===== src/rtl/i2c_reg_seq.sv =====
// i2c_reg_seq
// Register-level transaction sequencer that sits in front of a byte-level
// I2C master. One host command (1-byte register write, or 1..4-byte register
// read) is expanded into the master's ena/rw/addr/data_wr byte handshake.
// The master's busy edges mark progress: a rising edge means the byte
// command presented on the master inputs was accepted, and a falling edge
// means a byte finished (data_rd valid for reads). The read data and the
// NACK/timeout status are returned together with a one-cycle done pulse.
module i2c_reg_seq #(
    parameter int TIMEOUT_CYC = 200000,
    parameter int TCW         = 18
) (
    input  logic        clk,
    input  logic        reset,
    input  logic        start,
    input  logic        rw,
    input  logic [6:0]  dev_addr,
    input  logic [7:0]  reg_addr,
    input  logic [7:0]  wdata,
    input  logic [1:0]  nbytes_m1,
    output logic        busy,
    output logic        done,
    output logic [1:0]  error,
    output logic [31:0] rdata,
    output logic        m_ena,
    output logic        m_rw,
    output logic [6:0]  m_addr,
    output logic [7:0]  m_data_wr,
    input  logic        m_busy,
    input  logic        m_ack_error,
    input  logic [7:0]  m_data_rd
);

    typedef enum logic [2:0] {
        S_IDLE  = 3'd0,
        S_REG   = 3'd1,
        S_WDATA = 3'd2,
        S_RD    = 3'd3,
        S_FIN   = 3'd4
    } state_t;

    // Last value of the stall counter before an abort is forced.
    localparam logic [TCW-1:0] TC_LAST = TCW'(TIMEOUT_CYC - 1);

    state_t         state_reg, state_next;
    logic           m_busy_q_reg;
    logic           busy_reg, busy_next;
    logic           done_reg, done_next;
    logic [1:0]     error_reg, error_next;
    logic [31:0]    rdata_reg, rdata_next;
    logic           m_ena_reg, m_ena_next;
    logic           m_rw_reg, m_rw_next;
    logic [6:0]     m_addr_reg, m_addr_next;
    logic [7:0]     m_data_wr_reg, m_data_wr_next;

    // Latched command fields, stable for the whole transaction.
    logic           cmd_rw_reg, cmd_rw_next;
    logic [7:0]     cmd_wdata_reg, cmd_wdata_next;
    logic [1:0]     cmd_nbm1_reg, cmd_nbm1_next;

    // rcnt counts accepted commands in RD (the first is the read request
    // itself), ccnt counts bytes already shifted into rdata.
    logic [2:0]     rcnt_reg, rcnt_next;
    logic [2:0]     ccnt_reg, ccnt_next;
    logic [TCW-1:0] tcnt_reg, tcnt_next;

    logic           busy_rise;
    logic           busy_fall;
    logic           busy_edge;
    logic           tc_expired;
    logic [2:0]     read_total;

    assign busy      = busy_reg;
    assign done      = done_reg;
    assign error     = error_reg;
    assign rdata     = rdata_reg;
    assign m_ena     = m_ena_reg;
    assign m_rw      = m_rw_reg;
    assign m_addr    = m_addr_reg;
    assign m_data_wr = m_data_wr_reg;

    // Master busy edge detection and the derived progress/timeout qualifiers.
    always_comb begin
        busy_rise  = m_busy & ~m_busy_q_reg;
        busy_fall  = ~m_busy & m_busy_q_reg;
        busy_edge  = busy_rise | busy_fall;
        // A busy edge in the same cycle counts as progress and wins over expiry.
        tc_expired = (state_reg != S_IDLE) && !busy_edge && (tcnt_reg == TC_LAST);
        read_total = {1'b0, cmd_nbm1_reg} + 3'd1;
    end

    // Stall counter: held at zero in IDLE, restarted by any busy edge and by
    // its own expiry so that FIN gets a second full window before forcing done.
    always_comb begin
        tcnt_next = tcnt_reg + TCW'(1);
        if ((state_reg == S_IDLE) || busy_edge || tc_expired) begin
            tcnt_next = '0;
        end
    end

    // Sequencer next-state and output logic.
    always_comb begin
        state_next     = state_reg;
        busy_next      = busy_reg;
        done_next      = 1'b0;
        error_next     = error_reg;
        rdata_next     = rdata_reg;
        m_ena_next     = m_ena_reg;
        m_rw_next      = m_rw_reg;
        m_addr_next    = m_addr_reg;
        m_data_wr_next = m_data_wr_reg;
        cmd_rw_next    = cmd_rw_reg;
        cmd_wdata_next = cmd_wdata_reg;
        cmd_nbm1_next  = cmd_nbm1_reg;
        rcnt_next      = rcnt_reg;
        ccnt_next      = ccnt_reg;

        case (state_reg)
            S_IDLE: begin
                // A start that arrives while the master is still busy is dropped.
                if (start && !m_busy) begin
                    cmd_rw_next    = rw;
                    cmd_wdata_next = wdata;
                    cmd_nbm1_next  = nbytes_m1;
                    busy_next      = 1'b1;
                    rdata_next     = '0;
                    error_next     = '0;
                    rcnt_next      = '0;
                    ccnt_next      = '0;
                    // Every command opens with a write of the register pointer.
                    m_ena_next     = 1'b1;
                    m_addr_next    = dev_addr;
                    m_rw_next      = 1'b0;
                    m_data_wr_next = reg_addr;
                    state_next     = S_REG;
                end
            end

            S_REG: begin
                if (tc_expired) begin
                    m_ena_next    = 1'b0;
                    error_next[1] = 1'b1;
                    state_next    = S_FIN;
                end else if (busy_rise) begin
                    // Pointer byte accepted: queue the next byte command now so
                    // it is stable before the master looks at ena again.
                    if (cmd_rw_reg) begin
                        m_rw_next  = 1'b1;
                        state_next = S_RD;
                    end else begin
                        m_data_wr_next = cmd_wdata_reg;
                        state_next     = S_WDATA;
                    end
                end
            end

            S_WDATA: begin
                if (tc_expired) begin
                    m_ena_next    = 1'b0;
                    error_next[1] = 1'b1;
                    state_next    = S_FIN;
                end else if (busy_rise) begin
                    // Data byte accepted: dropping ena makes the master stop after it.
                    m_ena_next = 1'b0;
                    state_next = S_FIN;
                end
            end

            S_RD: begin
                if (tc_expired) begin
                    m_ena_next    = 1'b0;
                    error_next[1] = 1'b1;
                    state_next    = S_FIN;
                end else if (busy_rise) begin
                    rcnt_next = rcnt_reg + 3'd1;
                    // Once the last read byte is accepted, the master must stop after it.
                    if ((rcnt_reg + 3'd1) == read_total) begin
                        m_ena_next = 1'b0;
                    end
                end else if (busy_fall && (rcnt_reg != 3'd0) && (ccnt_reg < rcnt_reg)) begin
                    // The fall before the first read acceptance ends the pointer
                    // byte and carries no data, hence the rcnt guard.
                    rdata_next = {rdata_reg[23:0], m_data_rd};
                    ccnt_next  = ccnt_reg + 3'd1;
                    if ((ccnt_reg + 3'd1) == read_total) begin
                        state_next = S_FIN;
                    end
                end
            end

            S_FIN: begin
                // Wait for the stop condition; a further expiry releases the host anyway.
                if (!m_busy || tc_expired) begin
                    done_next     = 1'b1;
                    busy_next     = 1'b0;
                    m_ena_next    = 1'b0;
                    error_next[0] = m_ack_error;
                    if (tc_expired) begin
                        error_next[1] = 1'b1;
                    end
                    state_next    = S_IDLE;
                end
            end

            default: begin
                m_ena_next = 1'b0;
                busy_next  = 1'b0;
                state_next = S_IDLE;
            end
        endcase
    end

    // State and output registers; the master is assumed busy while reset is applied.
    always_ff @(posedge clk or negedge reset) begin
        if (!reset) begin
            state_reg     <= S_IDLE;
            m_busy_q_reg  <= 1'b1;
            busy_reg      <= 1'b0;
            done_reg      <= 1'b0;
            error_reg     <= '0;
            rdata_reg     <= '0;
            m_ena_reg     <= 1'b0;
            m_rw_reg      <= 1'b0;
            m_addr_reg    <= '0;
            m_data_wr_reg <= '0;
            cmd_rw_reg    <= 1'b0;
            cmd_wdata_reg <= '0;
            cmd_nbm1_reg  <= '0;
            rcnt_reg      <= '0;
            ccnt_reg      <= '0;
            tcnt_reg      <= '0;
        end else begin
            state_reg     <= state_next;
            m_busy_q_reg  <= m_busy;
            busy_reg      <= busy_next;
            done_reg      <= done_next;
            error_reg     <= error_next;
            rdata_reg     <= rdata_next;
            m_ena_reg     <= m_ena_next;
            m_rw_reg      <= m_rw_next;
            m_addr_reg    <= m_addr_next;
            m_data_wr_reg <= m_data_wr_next;
            cmd_rw_reg    <= cmd_rw_next;
            cmd_wdata_reg <= cmd_wdata_next;
            cmd_nbm1_reg  <= cmd_nbm1_next;
            rcnt_reg      <= rcnt_next;
            ccnt_reg      <= ccnt_next;
            tcnt_reg      <= tcnt_next;
        end
    end

endmodule

===== config.mk =====
export PLATFORM = sky130hd
export DESIGN_NAME = i2c_reg_seq
export DESIGN_NICKNAME = d
export VERILOG_FILES = /design/src/rtl/i2c_reg_seq.sv
export SDC_FILE = /design/constraint.sdc
export NUM_CORES = 1
export LEC_CHECK = 0
export ABC_AREA = 1
export CELL_PAD_IN_SITES_DETAIL_PLACEMENT = 1
export CELL_PAD_IN_SITES_GLOBAL_PLACEMENT = 2
export CORE_AREA = 10 10 131 133
export DETAILED_ROUTE_END_ITERATION = 10
export DIE_AREA = 0 0 141 143
export PLACE_DENSITY = 0.95
export SKIP_LAST_GASP = 1
export SYNTH_ARGS = -nofsm -noshare
export SYNTH_HDL_FRONTEND = slang
export SYNTH_SLANG_ARGS = --single-unit

===== constraint.sdc =====
create_clock -name clk -period 2.9 [get_ports clk]
set_input_delay 0.29 -clock clk [delete_from_list [all_inputs] [get_ports clk]]
set_output_delay 0.29 -clock clk [all_outputs]
set_load 0.01 [all_outputs]

# Yosys cells after proc, flatten, opt, wreduce, memory -nomap -nowiden

Index checks and enable logic that the tools add are counted.

Bits in registers: 92
Bits of input ports: 39
Output and inout bits: 53
Word-level logic and storage cells: 134

$add $sub $neg: 4
Magnitude comparators: 1
Equality and inequality tests: 25
Mux-type cells: 53
Bitwise logic cells: 6
Reduce and logical (&&, ||, !) cells: 28

Operators with widths:

| cell                                                                   | count |
|---|---|
| 32-bit 2-to-1 mux                                                      | 4 |
| 32-bit case mux with 2 select lines                                    | 1 |
| 3-bit 2-to-1 mux                                                       | 16 |
| 8-bit 2-to-1 mux                                                       | 4 |
| 3-bit inequality test (second input constant)                          | 7 |
| 2-bit inequality test (second input constant)                          | 10 |
| 18-bit by 1-bit adder with 18-bit output (second input constant)       | 1 |
| 18-bit equality test (second input constant)                           | 1 |
| 18-bit 2-to-1 mux                                                      | 1 |
| 1-bit 2-to-1 mux                                                       | 16 |
| 8-bit case mux with 2 select lines                                     | 1 |
| 3-bit case mux with 5 select lines                                     | 1 |
| 5-bit AND reduction                                                    | 3 |
| 3-bit case mux with 2 select lines                                     | 2 |
| 3-bit AND reduction                                                    | 3 |
| 3-bit nonzero test                                                     | 3 |
| 7-bit AND reduction                                                    | 1 |
| 3-bit by 1-bit adder with 3-bit output (second input constant)         | 2 |
| 3-bit by 2-bit equality test with 1-bit output (second input constant) | 2 |
| 3-bit equality test                                                    | 2 |
| 1-bit case mux with 3 select lines                                     | 2 |
| 6-bit AND reduction                                                    | 1 |
| 2-bit nonzero test                                                     | 3 |
| 1-bit logical AND                                                      | 5 |
| other kinds (17)                                                       | 25 |

# Longest topological paths before layout

Depth after elaboration: 9
Depth in mapped cells: 13
Gate-level depth less buffers: 13

# Worst setup path after synthesis

Ideal clock, no wire load.

Path type: register to register
Start: reg rcnt_reg[2]
End: reg rdata_reg[0] (netlist: rdata[0])
Library setup time: 118 ps
Data arrival time: 1535 ps
Data required time: 2782 ps
Slack: 1247 ps
Stages on the path, launching flop included: 12
Path buffers: 1
Period minus slack after synthesis: 1653 ps
Path through: dfrtp_1 -> inv_1 -> ha_1 -> a21oi_1 -> nand2_1 -> nor2_1 -> nand2_1 -> nand2_1 -> nand3_4 -> buf_6 -> nand2_1 -> o21ai_2

Cells in the longest elaborated chain, start to end: 5
Elaborated cells on any way between the ends: 6
Those cells by class: order compare (1); eq/ne (1); reduce/logical (4)

Ends and longest elaborated chain:

| element                                                                            | line | RTL |
|---|---|---|
| start, declared                                                                    | 63   | `logic [2:0] rcnt_reg, rcnt_next;` |
| start signal, assigned                                                             | 246  | `rcnt_reg <= rcnt_next;` |
| parallel branches: the longest is 2 deep, another holds 3-bit less-than comparator | -    |  |
| 1-bit logical AND (*)                                                              | 180  | `end else if (busy_fall && (rcnt_reg != 3'd0) && (ccnt_reg < rcnt_reg)) begin` |
| 2-bit inequality test (no source line) (*)                                         | -    |  |
| 5-bit AND reduction (no source line) (*)                                           | -    |  |
| end signal, assigned                                                               | 238  | `rdata_reg <= rdata_next;` |
| end, declared                                                                      | 50   | `logic [31:0] rdata_reg, rdata_next;` |

Every way passes the cells marked *.
A chain may end at the register's enable or synchronous reset.

# Final worst setup path

Start: reg state_reg[2]
End: reg m_data_wr_reg[0] (netlist: m_data_wr[0])

Cells in the longest elaborated chain, start to end: 5
Elaborated cells on any way between the ends: 12
Those cells by class: eq/ne (5); mux (1); reduce/logical (6)

Ends and longest elaborated chain:

| element                                | line | RTL |
|---|---|---|
| start, declared                        | 45   | `state_t state_reg, state_next;` |
| start signal, assigned                 | 233  | `state_reg <= state_next;` |
| 3-bit nonzero test                     | 88   | `tc_expired = (state_reg != S_IDLE) && !busy_edge && (tcnt_reg == TC_LAST);` |
| 1-bit logical AND (2 in a row)         | 88   |  |
| 2-bit inequality test (no source line) | -    |  |
| 5-bit AND reduction (no source line)   | -    |  |
| end signal, assigned                   | 242  | `m_data_wr_reg <= m_data_wr_next;` |
| end, declared                          | 54   | `logic [7:0] m_data_wr_reg, m_data_wr_next;` |

Several ways; a longest one is shown, not always the timed one.

==> results.ini <==
[timing]
slew_headroom = 0.5140
fin_hold_ws_ps = -6.943
final_max_slew_viol_count = 0
rsz0062_at_grt = no
worst_slew_pin_slew_ps = 725.1
finalSetupViolCount = 0
setup_tns_ps = 0
fin_crit_sh = 0.7672
fmax_ghz = 0.4495
fin_crit_ps = 2225
finalHoldViolCount = 31
fin_skew_ps = 9.752

[cts]
clk_pin_slew_ps = 70
cts_tree = yes
hold_buffers = 0
htree_levels = 3
clkLatencyLatePin_ps = 350
cts_buffers = 9
cts_resized = 0
postCtsSetupBuffers = 0
clockBufferDepth = 2
cts_root_buf = clkbuf_16
clkSinkCount = 92

[synth]
seq_area_frac_synth = 0.4859
syn-num-nets = 603
synth_warnings = 0
synth_area_leader_cell = dfrtp_1
synth_top_cell_area_share = 0.4803
synthTopCellsByArea = dfrtp_1, nand2_1, o21ai_2
syn_area_um2 = 4741
ys_seq_elements = 92
synth_cells = 555
ys_types = 39
syn_area_per_cell_um2 = 8.542

[drt]
wl_met2_um = 6267
drcViolationCount = 0
drt_iter0_markers = 181
ant_nets = 0
drt_wl_total_um = 12910
num_vias = 3931
dr.pass1.iters = 4
routed-wl-met3_um = 715
met1_length_um = 5791
wl_per_cell_um = 15.52
top_layer_used = met4
routed_via_density = 4.725

[min_path]
min_path_type = in2async

[die]
core-area_um2 = 14420
die-area_um2 = 20160
start_util = 0.3287
io_pins = 92
die_h_um = 143
rows = 44
die_x_um = 141

[critical_path]
critical_path_class = reg2reg
crit_family = simple AND/OR/NAND/NOR gates
r2r-start = state_reg[2]
path_max_fanout = 16
end_kind = register
path_cells = nor3_2 > inv_2 > a21boi_2 > nand3_4 > nand2_1 > o21ai_2
cp_slowest_cell = nor3_2
crit_arrival_ps = 2460
critPathBufInv = 1
cp-start-kind = register
ff2ff_setup_slack_ps = 680
reg2reg_depth = 6
crit_required_ps = 3140
slowest_delay_ps = 630
critPathLaunch = state_reg[2]
rr_endpoint = m_data_wr[0]

[run_status]
outcome = finished, violations left
failed_checks = hold timing

[grt]
overflow = 0
antenna_found_initial = 0
grt_max_degree = 71
grt_pass1_vias = 4283
grt_usage = 0.1296
grt_pass1_wl_um = 21660

[place]
io_buffers = 91
gp_congestion = 0.8384
dpl.hpwl_um = 9690

[power_and_ir_drop]
seqPwrFrac = 0.374
p_sw_frac = 0.3858
p_sw_mw = 1.829
pwr_density_cell_nw_per_um2 = 780.4
clock_power_share = 0.236
power_mw = 4.739
vdd_drop_max_uv = 335.8
p_int_mw = 2.911
combPwrFrac = 0.390
p_leak_nw = 2.760

[job]
cap_viol_max_count = 0

[layout]
antenna_cells = 0
nets = 692
drive_above_1_share = 0.1590
area_delta_synth_final_pct = 28.11
largest_reg_flops = 32

==> cells in the final DEF, fill, tap and decap left out, drive strengths merged, types with 9 or more instances in the layout <==
cell and instances:
xor2 9, dfrtp 91, nand2 229, clkdlybuf4s50 90, ha 9, nand3 20
clkbuf 10, nor2 43, o21ai 56, inv 47
==> power by group through the flow <==
stage                     clock [mW]  sequential, mW  combinational, mW
after global routing            1.22            1.81               2.09
after CTS                       1.15            1.77               1.90
final                           1.12            1.77               1.85
after global placement             0            1.78               1.81
after detailed placement           0            1.79               1.88
after floorplan                    0            1.82               1.16
==> cell usage after synthesis <==
cell,count
nor4_2,1
or2_0,1
a21boi_2,1
or2_2,1
buf_12,1
a21oi_1,6
dfstp_2,1
nor2_2,2
o22ai_1,1
a211oi_1,1
nor3_2,1
nand3_2,2
nand2_2,11
a21boi_1,1
dfrtp_1,91
nand4_1,3
o21ai_1,2
clkbuf_1,3
and3_1,1
o21ai_0,11
o21ai_2,43
inv_2,6
nand2_4,3
buf_2,8
nand3_4,4
buf_6,7
inv_1,39
ha_1,9
xor2_1,9
nand3_1,14
nor2_4,4
nand2_1,215
nor2_1,37
o21bai_1,3
clkinv_4,1
xnor2_1,1
o21a_1,1
nor3_1,6
nor4_1,3
==> worst max path at each step <==
stage / to / slack, ps / depth (start not counted)
after global placement: rdata[6] / 530 / 12
after detailed placement: rdata[31] / 420 / 12
after floorplan: rdata[0] / 1250 / 11
after CTS: m_data_wr[0] / 610 / 6
after global routing: m_data_wr[4] / 470 / 6
final: m_data_wr[0] / 680 / 6
==> cell type report <==
class | count | area [µm²]
clock buffers | 10 | 239.0
clock inverters | 5 | 35.03
fillers | 1724 | 8351
inverters | 46 | 177.7
multi-input cells | 398 | 2110
flip-flops and latches | 92 | 2303
well taps | 184 | 230.2
repair buffers | 97 | 978.4
==> per-layer routing <==
metal  track usage  up-vias
met1        0.1544     1926
met2        0.2185       75
met5             0        -
met3       0.04411       10
met4       0.03424        0
li1              -     1920
==> worst register-to-register path, delay by kind of cell, from the launching register on <==
kind	cells	cell delay (ps)
AND/OR/NAND/NOR	3	1030
flip-flops	1	470
AO/OA/AOI/OAI	2	340
buffers and inverters	1	270
==> cells by family (layout without fill, tap and decap cells) <==
| logic type | Yosys count | count (layout) | synth area share |
|---|---|---|---|
| AOI/OAI and AO/OA | 70 | 70 | 0.1127 |
| xor gates and xnor gates | 10 | 10 | 0.01848 |
| adders and majority gates | 9 | 9 | 0.02375 |
| buffers and inverters | 65 | 158 | 0.06915 |
| DFF | 92 | 92 | 0.4859 |
| and+or+nand+nor | 309 | 309 | 0.2901 |
==> per-stage QoR <==
step	instances	util	cell area (µm²)	hold WS (ps)	worst slack, ps
floorplan	555	-	4741	-5.591	1247
global placement	817	0.4021	5799	372.1	534.9
detailed placement	817	0.4021	5799	386.7	415.5
CTS	832	0.4211	6073	23.61	612.0
global route	832	0.4211	6073	46.39	469.2
finish	832	0.4211	6073	-6.943	675.2
Power figures use the tool's default switching activity.
